File: src/rtl/aqp_esp_uart_pkg.sv
// Shared ESP UART definitions: data width, oversampling constants used by
// the RX/TX, and the RX FIFO status bundle.
package aqp_esp_uart_pkg;

  localparam int UART_DATA_W       = 8;
  localparam int UART_OVERSAMPLE   = 8;
  localparam int UART_SAMPLE_POINT = 4;

  typedef struct packed {
    logic overflow;
    logic ferr;
    logic full;
    logic empty;
  } uart_rx_status_t;

endpackage

File: src/rtl/aqp_esp_uart_rx_fifo_mem.sv
// Simple dual-port storage for the RX FIFO. Synchronous write and
// asynchronous read, so it maps onto distributed RAM. Contents are not reset.
module aqp_esp_uart_rx_fifo_mem #(
  parameter int ADDR_W = 4,
  parameter int DATA_W = 8
) (
  input  logic              clk,
  input  logic              we,
  input  logic [ADDR_W-1:0] waddr,
  input  logic [DATA_W-1:0] wdata,
  input  logic [ADDR_W-1:0] raddr,
  output logic [DATA_W-1:0] rdata
);

  logic [DATA_W-1:0] mem [2**ADDR_W];

  // Write port: one byte per clock when enabled.
  always_ff @(posedge clk) begin
    if (we) mem[waddr] <= wdata;
  end

  assign rdata = mem[raddr];

endmodule

File: src/rtl/aqp_esp_uart_rx_fifo.sv
// First-word-fall-through byte FIFO behind the ESP UART receiver, with sticky
// overflow / framing-error status, flush and status-clear strobes.
// Optional fill-level interrupt: define AQP_ESP_UART_RX_FIFO_IRQ_EN.
module aqp_esp_uart_rx_fifo
  import aqp_esp_uart_pkg::*;
#(
  parameter int DEPTH_LOG2 = 4,
  parameter int IRQ_LEVEL  = 8
) (
  input  logic                   clk,
  input  logic                   reset,
  input  logic [UART_DATA_W-1:0] rx_data,
  input  logic                   rx_valid,
  input  logic                   framing_error,
  input  logic                   rd_en,
  output logic [UART_DATA_W-1:0] rd_data,
  output logic                   empty,
  output logic                   full,
  output logic [DEPTH_LOG2:0]    count,
  output logic                   overflow,
  output logic                   ferr,
  input  logic                   flush,
  input  logic                   status_clr,
  output logic                   irq
);

  localparam logic [DEPTH_LOG2:0] DEPTH_CNT = {1'b1, {DEPTH_LOG2{1'b0}}};

  if (DEPTH_LOG2 < 2 || DEPTH_LOG2 > 8) begin : g_bad_depth
    $error("aqp_esp_uart_rx_fifo: DEPTH_LOG2 out of range 2..8");
  end
  if (IRQ_LEVEL < 1 || IRQ_LEVEL > 2**DEPTH_LOG2) begin : g_bad_irq_level
    $error("aqp_esp_uart_rx_fifo: IRQ_LEVEL out of range");
  end

  logic [DEPTH_LOG2-1:0]  wr_ptr;
  logic [DEPTH_LOG2-1:0]  rd_ptr;
  logic                   ovf_q;
  logic                   ferr_q;
  logic                   q_ferr_d;
  logic                   push;
  logic                   pop;
  logic                   ovf_set;
  logic                   ferr_set;
  logic [UART_DATA_W-1:0] mem_rdata;
  uart_rx_status_t        status;

  assign status = '{overflow: ovf_q,
                    ferr:     ferr_q,
                    full:     (count == DEPTH_CNT),
                    empty:    (count == '0)};

  assign overflow = status.overflow;
  assign ferr     = status.ferr;
  assign full     = status.full;
  assign empty    = status.empty;

  // Flush dominates; a pop frees a slot so a full FIFO still accepts a byte.
  assign pop      = rd_en && !empty && !flush;
  assign push     = rx_valid && (!full || pop) && !flush;
  assign ovf_set  = rx_valid && full && !pop && !flush;
  assign ferr_set = framing_error && !q_ferr_d;

  aqp_esp_uart_rx_fifo_mem #(
    .ADDR_W (DEPTH_LOG2),
    .DATA_W (UART_DATA_W)
  ) u_mem (
    .clk   (clk),
    .we    (push),
    .waddr (wr_ptr),
    .wdata (rx_data),
    .raddr (rd_ptr),
    .rdata (mem_rdata)
  );

  // Head byte is meaningless while empty; force 0 so it is deterministic.
  assign rd_data = empty ? '0 : mem_rdata;

  // Pointer and occupancy bookkeeping.
  always_ff @(posedge clk or posedge reset) begin
    if (reset) begin
      wr_ptr <= '0;
      rd_ptr <= '0;
      count  <= '0;
    end else if (flush) begin
      wr_ptr <= '0;
      rd_ptr <= '0;
      count  <= '0;
    end else begin
      if (push) wr_ptr <= wr_ptr + 1'b1;
      if (pop)  rd_ptr <= rd_ptr + 1'b1;
      if (push && !pop)      count <= count + 1'b1;
      else if (pop && !push) count <= count - 1'b1;
    end
  end

  // Sticky status flags; a set event in the same cycle as a clear wins.
  always_ff @(posedge clk or posedge reset) begin
    if (reset) begin
      ovf_q    <= 1'b0;
      ferr_q   <= 1'b0;
      q_ferr_d <= 1'b0;
    end else begin
      q_ferr_d <= framing_error;
      ovf_q    <= ovf_set  || (ovf_q  && !status_clr);
      ferr_q   <= ferr_set || (ferr_q && !status_clr);
    end
  end

`ifdef AQP_ESP_UART_RX_FIFO_IRQ_EN
  localparam logic [DEPTH_LOG2:0] IRQ_CNT = (DEPTH_LOG2+1)'(IRQ_LEVEL);

  // Fill-level interrupt, one clock behind count/overflow.
  always_ff @(posedge clk or posedge reset) begin
    if (reset) irq <= 1'b0;
    else       irq <= (count >= IRQ_CNT) || ovf_q;
  end
`else
  assign irq = 1'b0;
`endif

endmodule

File: config.mk
export PLATFORM = sky130hd
export DESIGN_NAME = aqp_esp_uart_rx_fifo
export DESIGN_NICKNAME = d
export VERILOG_FILES = /design/src/rtl/aqp_esp_uart_pkg.sv /design/src/rtl/aqp_esp_uart_rx_fifo_mem.sv /design/src/rtl/aqp_esp_uart_rx_fifo.sv
export SDC_FILE = /design/constraint.sdc
export NUM_CORES = 1
export LEC_CHECK = 0
export ABC_AREA = 1
export CAP_MARGIN = 20
export CORE_ASPECT_RATIO = 1.25
export CORE_MARGIN = 3
export CORE_UTILIZATION = 35
export DETAILED_ROUTE_END_ITERATION = 10
export GPL_TIMING_DRIVEN = 0
export SLEW_MARGIN = 20
export SYNTH_ARGS = -nofsm -noshare
export SYNTH_HDL_FRONTEND = slang
export SYNTH_SLANG_ARGS = --single-unit
File: constraint.sdc
create_clock -name clk -period 2 [get_ports clk]
set_clock_uncertainty 0.1 [all_clocks]
set_input_delay 0.2 -clock clk [delete_from_list [all_inputs] [get_ports clk]]
set_output_delay 0.2 -clock clk [all_outputs]
set_load 0.02 [all_outputs]
# After elaboration in Yosys (flattened, before gate mapping)
# Memories as Yosys holds them, arrays and structs flattened.
# Cells that the tools add are included.
dict set report word_totals {
  wordCells 48
  mem_count 1
  ram_bits 128
  reg_bits 16
}
dict set report classes {
  addsub 4
  n_eq_ne 1
  n_reduce_logical 26
  muxes 10
}
# memory depth width read_ports rd_clocked_by_memory_dff wr line_no
set mem_list {}
lappend mem_list {u_mem.mem 16 8 1 0 1 aqp_esp_uart_rx_fifo_mem.sv:15} ;# logic [DATA_W-1:0] mem [2**ADDR_W];
# op n
set op_table {}
lappend op_table {{$mux W4} 4}
lappend op_table {{$mux W5} 3}
lappend op_table {{$logic_and A1 B1 Y1} 12}
lappend op_table {{$add A4 B1 Y4 const B} 2}
lappend op_table {{$mux W8} 1}
lappend op_table {{$logic_not A1 Y1} 7}
lappend op_table {{$add A5 B1 Y5 const B} 1}
lappend op_table {{$eq A5 B5 Y1 const B} 1}
lappend op_table {{$logic_not A5 Y1} 1}
lappend op_table {{$sub A5 B1 Y5 const B} 1}
lappend op_table {{$reduce_bool A2 Y1} 2}
lappend op_table {{$logic_or A1 B1 Y1} 3}
lappend op_table {{$reduce_bool A3 Y1} 1}
lappend op_table {{$mux W1} 2}

# Longest topological paths before layout
# Gate-level depths: netlist (run 1).
dict set report logic_depth {
  word_depth 12
  depth_mapped 14
  mapped_depth_nobuf 14
}

# Modules after synthesis
# A second synthesis (run 1) with hierarchy kept.
dict set report hier_totals {
  hier_cells 674
  area_unflattened_um2 6695.2
}
# mod area_each_um2 cells_per_inst n_inst seq_area_each_um2
set modules_own_cells {}
lappend modules_own_cells {aqp_esp_uart_rx_fifo_mem 5606.6 543 1 3843.7}
lappend modules_own_cells {aqp_esp_uart_rx_fifo 1088.5 131 1 400.4}

# Least setup slack after synthesis (run 1)
# No wires, ideal clock.
dict set report synth_timing {
  path_kind {register to register}
  start {reg count[0]}
  end {mem u_mem.mem[4][0], enable pin}
  arrival_time_ns 1.824
  required_time_ns 1.517
  stages_incl_launch_ff 8
  setup_time_ns 0.383
  synth_period_minus_slack_ns 2.307
  path_buffers 1
  path_slack_ns -0.307
  path_cell_list {dfrtp_1 -> nor2_2 -> nand3_1 -> inv_1 -> nand2_4 -> nand2_4 -> buf_6 -> nor3_1}
}
dict set report synth_via {
  elab_cells_between_ends 11
  cone_classes {eq/ne: 1; mux: 2; reduce/logical: 8}
}
# item line_no
set synth_rtl {}
lappend synth_rtl {{start, declared} aqp_esp_uart_rx_fifo.sv:19} ;# output logic [DEPTH_LOG2:0] count,
lappend synth_rtl {{start signal, assigned} aqp_esp_uart_rx_fifo.sv:92} ;# if (push && !pop) count <= count + 1'b1;
lappend synth_rtl {{start signal, assigned} aqp_esp_uart_rx_fifo.sv:93} ;# else if (pop && !push) count <= count - 1'b1;
lappend synth_rtl {{$eq A5 B5 Y1} aqp_esp_uart_rx_fifo.sv:50} ;# full: (count == DEPTH_CNT),
lappend synth_rtl {{named net full} aqp_esp_uart_rx_fifo.sv:18} ;# output logic full,
lappend synth_rtl {{$logic_not A1 Y1} aqp_esp_uart_rx_fifo.sv:60} ;# assign push = rx_valid && (!full || pop) && !flush;
lappend synth_rtl {{$logic_or A1 B1 Y1} aqp_esp_uart_rx_fifo.sv:60}
lappend synth_rtl {{$logic_and A1 B1 Y1 (2 in series)} aqp_esp_uart_rx_fifo.sv:60}
lappend synth_rtl {{$mux W1} aqp_esp_uart_rx_fifo_mem.sv:19} ;# if (we) mem[waddr] <= wdata;
lappend synth_rtl {{$mux W1 (not written as such)} aqp_esp_uart_rx_fifo_mem.sv:19}
lappend synth_rtl {{end, declared} aqp_esp_uart_rx_fifo_mem.sv:15}
# The timed path passes the listed nets, and every way through them passes these cells.

# Worst setup path after layout (run 1)
dict set report layout_timing {
  start {reg rd_ptr[0]}
  end {out rd_data[1]}
}
dict set report layout_via {
  elab_chain_len 2
}
# item line_no
set layout_lines {}
lappend layout_lines {{start, declared} aqp_esp_uart_rx_fifo.sv:37} ;# logic [DEPTH_LOG2-1:0] rd_ptr;
lappend layout_lines {{start signal, assigned} aqp_esp_uart_rx_fifo.sv:91} ;# if (pop) rd_ptr <= rd_ptr + 1'b1;
lappend layout_lines {{$mem_v2 Z16 W8} n/a}
lappend layout_lines {{$mux W8} aqp_esp_uart_rx_fifo.sv:77} ;# assign rd_data = empty ? '0 : mem_rdata;
lappend layout_lines {{end, declared} aqp_esp_uart_rx_fifo.sv:16} ;# output logic [UART_DATA_W-1:0] rd_data,
# No other way between the ends.

==> run summary, run 1 <==
Summed over all layers, the routed wires come to 17.2 mm. The run gives 0 as the count of antenna diodes in the layout. The capture instance of the worst register-to-register path is count[4]$_DFFE_PP0P_. The number of H-tree branching levels is 4, and the transition at the pin with the smallest max-transition slack is 832 ps.

In the final routed layout, each cell accounts on average for 20.0 µm. The tools report the launching element type of the critical path as a flip-flop. Leaving out fill and tap cells, the most frequent cells in the layout are 151 x nand2_1, 128 x edfxtp_1, 73 x nand3_1, 34 x nand3_2, 23 x buf_4. The number of buffers created by CTS was 17; the clock latency at the later pin of the worst-skew pair was 420 ps. Row generation in the floorplan step produced 53 rows. The tools report the final-report hold violation count as 0.

The weighted congestion at the end of routability-driven global placement was 0.878. Of all nets on the critical path, the largest fanout is 10. The tools report the post-route met1 wirelength as 6.65 mm.

The worst setup path is of the flip-flop to output pin kind. The required time of the critical path is 1700 ps, and the simple logic cell fraction of the synthesized area is 21.0%. The run gives 19,500 µm² as the overall die area.

The tools report the launch point of the worst reg-to-reg path as count[3]$_DFFE_PP0P_. The run gives 8550 µm² as the post-route cell area. The run finished, with violations left.

Counting tap cells, the placed design contains a total of 796 instances. The minimum period implied by the final worst setup slack works out to 2320 ps. From synthesis to final layout, the design area changed by 37.1%. The number of nets in the synthesized netlist is 570.

Port buffer count: 31. In this run the cell area of the synthesized design comes to 6240 µm². The clock-pin slew on the worst setup and hold paths is 60 ps. The leading area contributor after synthesis is edfxtp_1. The met3 layer wire length in the routed design came out at 843 µm.

After Yosys synthesis, full adders, half adders and majority gates account for 2.13% of the synthesized area. The tools report the arrival time of the worst setup path as 2020 ps. TritonCTS built the clock tree. Of the available clock period, the critical path in the final layout requires 116%.

The fraction of the mapped netlist area in compound gates was 3.57%. STA classifies the critical path endpoint as an output pin. The logs give 28 for the distinct cell type count of the synthesized netlist and 0 for the number of antenna violations at the first check in global routing.

Leaving out fill and tap cells, the most frequent cell in the layout is nand2_1. The longest clock path from root to sink contains 2 buffers. Met2 layer wire length in the routed design: 9.21 mm. For the number of setup violations in the final report, the log shows 9.

After global routing the overflow that remains totals 0. For this run, design rule violations remaining after detail routing come to 0. The most critical setup path has its startpoint at rd_ptr[0]$_DFFE_PP0P_. The tools report the number of clock sinks as 144.

Once layout is complete, the cells apart from fillers number 862. At the end of the flow, the number of nets in the layout was 654. Yosys printed 0 warnings. Leakage power of the design: 0.00323 µW. The checks that failed: setup timing. The proportion of synthesized flip-flops having asynchronous set or reset works out to 11.1%. Entering global routing, the biggest net connects 17 pins. Sequential elements use 68.1% of the synthesized area.

The cell at the root of the clock tree was clkbuf_16. Uppermost layer routed: met4. In the routed layout, each cell is associated on average with a via count of 5.32. The horizontal extent of the die was 125 µm; the setup slack of the most critical reg-to-reg path was -60 ps. After synthesis, the largest area contributor takes up 61.6% of total cell area.

Based on the critical path, the design can be clocked at up to 431 MHz. The core region is 17,200 µm². The tools report the total via count after detailed routing as 4,583.

The least setup slack across all paths after layout is -321 ps, and the post-detailed-placement half-perimeter wirelength is 10.5 mm. The min-delay analysis places its worst path in the category primary input to asynchronous set/reset pin. The logs give 0 for the final max-slew violation count and 0 for the count of nets left with antenna violations after detail routing. The first TritonRoute pass finished after 5 iterations. The parity-gate share of the synthesized area counting xor and xnor cells was 0.562%. The count of routing violations after the opening detailed-route iteration came out at 357. The portion of synthesized area spent on multiplexers is 0%.

The leading register cell type out of synthesis was edfxtp_1. In this run the vertical extent of the chip is 155 µm. The peak supply drop was 0.000794 V.

Headroom to the max-slew limit came out at 44.3%. The number of register bits inferred by synthesis is 144, and the count of max-cap constraint violations is 0. Yosys attributes the largest share of cell area to edfxtp_1 62%, nand2_1 9.5%, nand3_1 8.6%.

For the worst flop-to-flop path, the logic depth is 13. The run gives 4,432 as the via count of the first global-routing pass. Total routing usage reported by global routing: 17.1%.

The logs give 6920 µm² for the placed cell area and 25.0 mm for the first-pass GRT wire length. The effective utilization at floorplan was 36.3%; the number of instances in the synthesized netlist was 545. Setup repair after global routing could not meet its margin everywhere.

By area, the combinational part of the netlist is dominated by simple AND/OR/NAND/NOR gates. Number of ports placed on the die boundary: 33. The mean area per synthesized cell came out at 11.4 µm². The number of flops mapped to enable cells by yosys came out at 128.

The run gives -637 ps as the setup slack after placement. The smallest hold slack was 70.0 ps. In the final layout, the share of cells above drive strength 1 is 30.8%. The power density normalized to cell area came out at 1200 nW/µm².
==> cells by family after synthesis <==
kind of cell    Yosys count
simple gates            293
flops                   144
buf+inv                  53
compound gates           40
fa+ha+maj                10
xor+xnor                  4
other cells               1
==> worst max-delay path, stage by stage, from the launching register on <==
cell      delay (ps)
dfrtp_1          380
buf_6            150
clkinv_8          90
buf_12           140
nand2_1           60
nand3_2           70
nand3_1          110
a21oi_2          230
o21a_1           220
buf_6            130
==> metal layers <==
metal,vias up,track usage (%)
met5,-,0
met4,0,6.61
met3,39,3.91
met2,148,30.9
met1,2306,19.5
li1,2090,-
==> sequential cells by signal (all words and copies together) (netlist names) <==
name	count
ferr	1
q_ferr_d	1
rd_ptr	4
overflow	1
u_mem.mem	128
count	5
wr_ptr	4
==> synthesized netlist by cell type (5+ instances only) <==
master / count
o21ai_0: 5
o21a_1: 8
ha_1: 9
o21ai_1: 6
a21oi_1: 19
nand3_1: 107
buf_2: 16
nor3_1: 15
buf_4: 8
edfxtp_1: 128
dfrtp_1: 16
buf_6: 5
inv_1: 18
nand2_1: 157
==> worst max-delay path by stage <==
| stage | endpoint | slack [ps] |
|---|---|---|
| after global placement | u_mem.mem[14][6]$_DFFE_PP_ | -880 |
| final | rd_data[1] | -320 |
| after floorplan | count[4]$_DFFE_PP0P_ | -110 |
| after global routing | rd_data[1] | -380 |
| after CTS | rd_data[1] | -310 |
| after detailed placement | u_mem.mem[12][3]$_DFFE_PP_ | -640 |
==> metrics by stage <==
stage,utilization [%],total power [µW],setup TNS (ps)
global placement,40.1,6320,-79000
finish,49.8,10200,-2160
detailed placement,40.3,6380,-66140
floorplan,-,5330,-4010
CTS,46.6,9620,-3670
global route,49.8,10700,-3140
==> power by group <==
group	switching (µW)	internal, µW	total (µW)	leakage, µW
sequential	82.8	3390	3470	0.00136
clock	1230	1720	2940	0.000260
combinational	2220	1610	3830	0.00161
==> what timing repair did <==
action / in CTS / in global routing
pin swaps: 24 / 41
hold buffers: 0 / 0
cloned: 1 / 2
setup buffers: 18 / 13
setup endpoints to repair: 140 / 116
resized for setup: 107 / 83
hold endpoints to repair: 0 / 0
==> layout make-up <==
type / instances / area, µm²
Inverter: 24 / 114
Multi-Input combinational cell: 349 / 2260
Tap cell: 220 / 275
Clock buffer: 21 / 480
Buffer: 29 / 333
Sequential cell: 144 / 4250
Fill cell: 1412 / 8620
Clock inverter: 11 / 81.3
Timing Repair Buffer: 64 / 759
(Power assumes the default switching activity.)
==> inputs of run 2 (changes only) <==
--- a/config.mk
+++ b/config.mk
@@ -11,7 +11,9 @@
 export CORE_MARGIN = 3
 export CORE_UTILIZATION = 35
 export DETAILED_ROUTE_END_ITERATION = 10
+export GPL_ROUTABILITY_DRIVEN = 0
 export GPL_TIMING_DRIVEN = 0
+export REMOVE_ABC_BUFFERS = 1
 export SLEW_MARGIN = 20
 export SYNTH_ARGS = -nofsm -noshare
 export SYNTH_HDL_FRONTEND = slang
==> run 2 against run 1 <==
Effect of this change:
- the run still ends with setup timing left
- count of clock-buffer cells in the layout up 1
- utilization decreased by 0.20 points
- routed wire length increased by 0.55%
- first-iteration DRC count up 34%
- sequential power up 2%
- via count down 0.98%
- highest routed layer unchanged
- clock power rose by 4%
==> run summary, run 2 (synthesized netlist as in run 1, its figures left out) <==
The maximum clock frequency was 426 MHz (-1.0%); the total routing usage reported by global routing was 16.8% (-0.26 points). The number of flip-flops under the largest register name works out to 128 (unchanged). The run gives 5 (unchanged) as the number of optimization iterations in the first detailed-route pass.

The run gives 33 (unchanged) as the number of ports placed on the die boundary. For the number of clock sinks, the log shows 144 (unchanged). The peak fanout along the critical path works out to 8 (-2).

The most congested layer reported by global routing is met2. Setup repair after global routing could not meet its margin everywhere. The tools report the final routed DRC violation total as 0 (unchanged). The logs give 29.1% (-1.8 points) for the global routing met2 resource utilization and 17 (unchanged) for the number of buffers created by CTS. The final reports fail on setup timing. The met3 usage is 3.64% (-0.27 points), and the clock-pin slew on the worst setup and hold paths is 60 ps (about the same). The tree is rooted in a clkbuf_16.

The transition at the pin with the smallest max-transition slack was 652 ps (-180 ps); the average vias per placed instance was 5.31 (about the same). The most frequent standard cell in the layout excluding fill and tap cells is nand2_1. The tools report the largest net degree at the start of global routing as 34 (+17).

For the post-route cell area, the log shows 8520 µm² (-0.39%). The worst setup path is launched from a flip-flop. Worst-case clock buffer depth: 2 (unchanged). The share of cells above drive strength 1 was 29.3% (-1.5 points); the final-report hold violation count was 0 (unchanged). The library cells used most frequently in the layout, excluding fill and tap cells, are 144 x nand2_1, 128 x edfxtp_1, 84 x nand3_1, 25 x buf_4, 23 x nand3_2. TritonCTS built the clock tree. The overall die area was 19,500 µm² (unchanged).

Routed wire length per instance: 20.3 µm (+1.5%). For the count of max-cap constraint violations, the log shows 0 (unchanged). The number of buffers inserted by hold repair at cts is 0 (unchanged), and the net count of the finished layout is 647 (-1.1%). The logs give 6720 µm² (-2.8%) for the placed cell area and 17,200 µm² (unchanged) for the core outline area. For the total wire length after detailed routing, the log shows 17.3 mm (+0.55%).

The sequential fraction of design power was 33.8% (about the same). The logs give 8.52 mm (-19%) for the post-detailed-placement half-perimeter wirelength and 479 (+34%) for the count of routing violations after the opening detailed-route iteration. The number of setup violations in the final report came out at 9 (unchanged). The overall overflow remaining after global route is 0 (unchanged).

The area added between synthesis and finish is 36.6%. The count of antenna diodes in the layout was 0 (unchanged). Final max-slew violation count: 0 (unchanged). The setup slack after placement came out at -1150 ps (-515 ps). The logs give 37.1% (-0.3 points) for the part of the power in combinational logic and -345 ps (-23.6 ps) for the least setup slack across all paths after layout. The switching power as a share of total power was 33.7% (-0.71 points); the arrival time of the worst setup path was 2040 ps (+20 ps). The worst setup path is captured at an output pin.

The number of antenna violations at the first check in global routing came out at 0 (unchanged). The via count of the first global-routing pass is 4,386 (-1.0%). The die extent in y was 155 µm (unchanged); the clock latency at the later pin of the worst-skew pair was 410 ps (about the same). The run gives 0.00320 µW (-0.80%) as the leakage power of the design. The power density normalized to cell area came out at 1230 nW/µm² (+3.0%). The horizontal extent of the die came out at 125 µm (unchanged). Part of the power in the clock network: 29.1% (+0.4 points).

Counting flops per register, the top entry is u_mem.mem. The required time of the critical path is 1700 ps (about the same), and the share of the clock period used by the worst path is 117% (+1.2 points). For the effective utilization at floorplan, the log shows 36.3% (unchanged).

The tools report the cell internal power dissipation as 6970 µW (+3.7%). The run finished, with violations left. The largest registers in the layout are u_mem.mem: 128 flops, count: 5 flops. The number of H-tree branching levels is 4 (unchanged). The peak supply drop is 0.000835 V (+5.2%). Fraction of met1 tracks used by global routing: 19.8% (+0.23 points). Count of nets left with antenna violations after detail routing: 0 (unchanged). The tightest min-delay check is of the primary input to asynchronous set/reset pin type. The first-pass GRT wire length came out at 24.5 mm (-2.2%).

The type of the worst setup path was flip-flop to output pin. The total via count after detailed routing is 4,538 (-0.98%), and the normalized max-slew margin is 56.4% (+12 points). The summed negative setup slack over all endpoints is -2620 ps (-456 ps), and the count of cells along the worst register-to-register path is 13 (unchanged).

The minimum period implied by the final worst setup slack was 2340 ps (+23.6 ps). Smallest hold slack: 89.7 ps (+19.7 ps). The fill cell instance count of the final layout is 1,425 (+0.92%), and the port buffer count is 31 (unchanged). The number of placement rows came out at 53 (unchanged). The run gives 3550 µW (+0.45%) as the switching power.
-- run 2: changes by cell type in the layout (fill, tap and decap cells not counted), sizes merged, moves of 2 or more --
cell	delta
buf	-11
clkinvlp	-8
clkinv	+5
bufinv	+3
inv	+2
-- run 2: layout make-up --
| class | count | area, µm² | area share, % |
|---|---|---|---|
| clock buffer | 22 | 444 | 5.21 |
| clock inverter | 9 | 116 | 1.37 |
| inverter | 24 | 140 | 1.65 |
| multi-input combinational | 349 | 2200 | 25.9 |
| sequential | 144 | 4260 | 50.0 |
| tap | 220 | 275 | 3.23 |
| timing repair buffer | 82 | 1010 | 11.9 |
| timing repair inverter | 4 | 63.8 | 0.749 |
-- run 2: critical path, stage by stage, from the launching register on --
cell     delay [ps]
dfrtp_4         560
buf_12          210
inv_16          100
nand2_1          70
nand3_2          70
nand3_2          80
a21oi_2         180
o21a_1          210
buf_6           140
-- run 2: what timing repair did --
| action | CTS | global route |
|---|---|---|
| setup buffers | 38 | 6 |
| endpoints found under the setup margin | 143 | 50 |
| pin swaps | 26 | 45 |
| cloned | 3 | 6 |
| resized for setup | 108 | 72 |
-- run 2: power by group through the flow --
stage          Clock [µW]  Sequential (µW)  Combinational [µW]
5_1_grt              3230             3560                4150
3_5_place_dp            0             3780                2310
4_1_cts              3070             3530                3210
3_3_place_gp            0             3770                2280
2_1_floorplan           0             3710                1420
6_report             3060             3550                3900
-- run 2: per-layer routing --
layer / vias to the layer above / wire (µm)
met3: 44 / 1200
met2: 202 / 8940
li1: 2090 / -
met4: 0 / 646
met5: - / 0
met1: 2202 / 6510
-- run 2: final timing paths --
| path | slack, ps | end | start |
|---|---|---|---|
| worst max register to register | -70 | count[4]$_DFFE_PP0P_ | count[3]$_DFFE_PP0P_ |
| worst min register to register | 330 | ferr$_DFF_PP0_ | q_ferr_d$_DFF_PP0_ |
| worst min-delay path | 90 | wr_ptr[3]$_DFFE_PP0P_ | reset |
| worst max-delay path | -340 | rd_data[3] | rd_ptr[0]$_DFFE_PP0P_ |
| min in group clk | 160 | q_ferr_d$_DFF_PP0_ | framing_error |
| max in group asynchronous | 1230 | rd_ptr[2]$_DFFE_PP0P_ | reset |
-- run 2: per-stage QoR --
step | power, µW | std cells | util [%]
after floorplan | 5120 | 516 | -
after global placement | 6050 | 767 | 38.6
after detailed placement | 6090 | 770 | 39.1
after CTS | 9820 | 842 | 46.9
after global routing | 10900 | 854 | 49.6
final | 10500 | 854 | 49.6
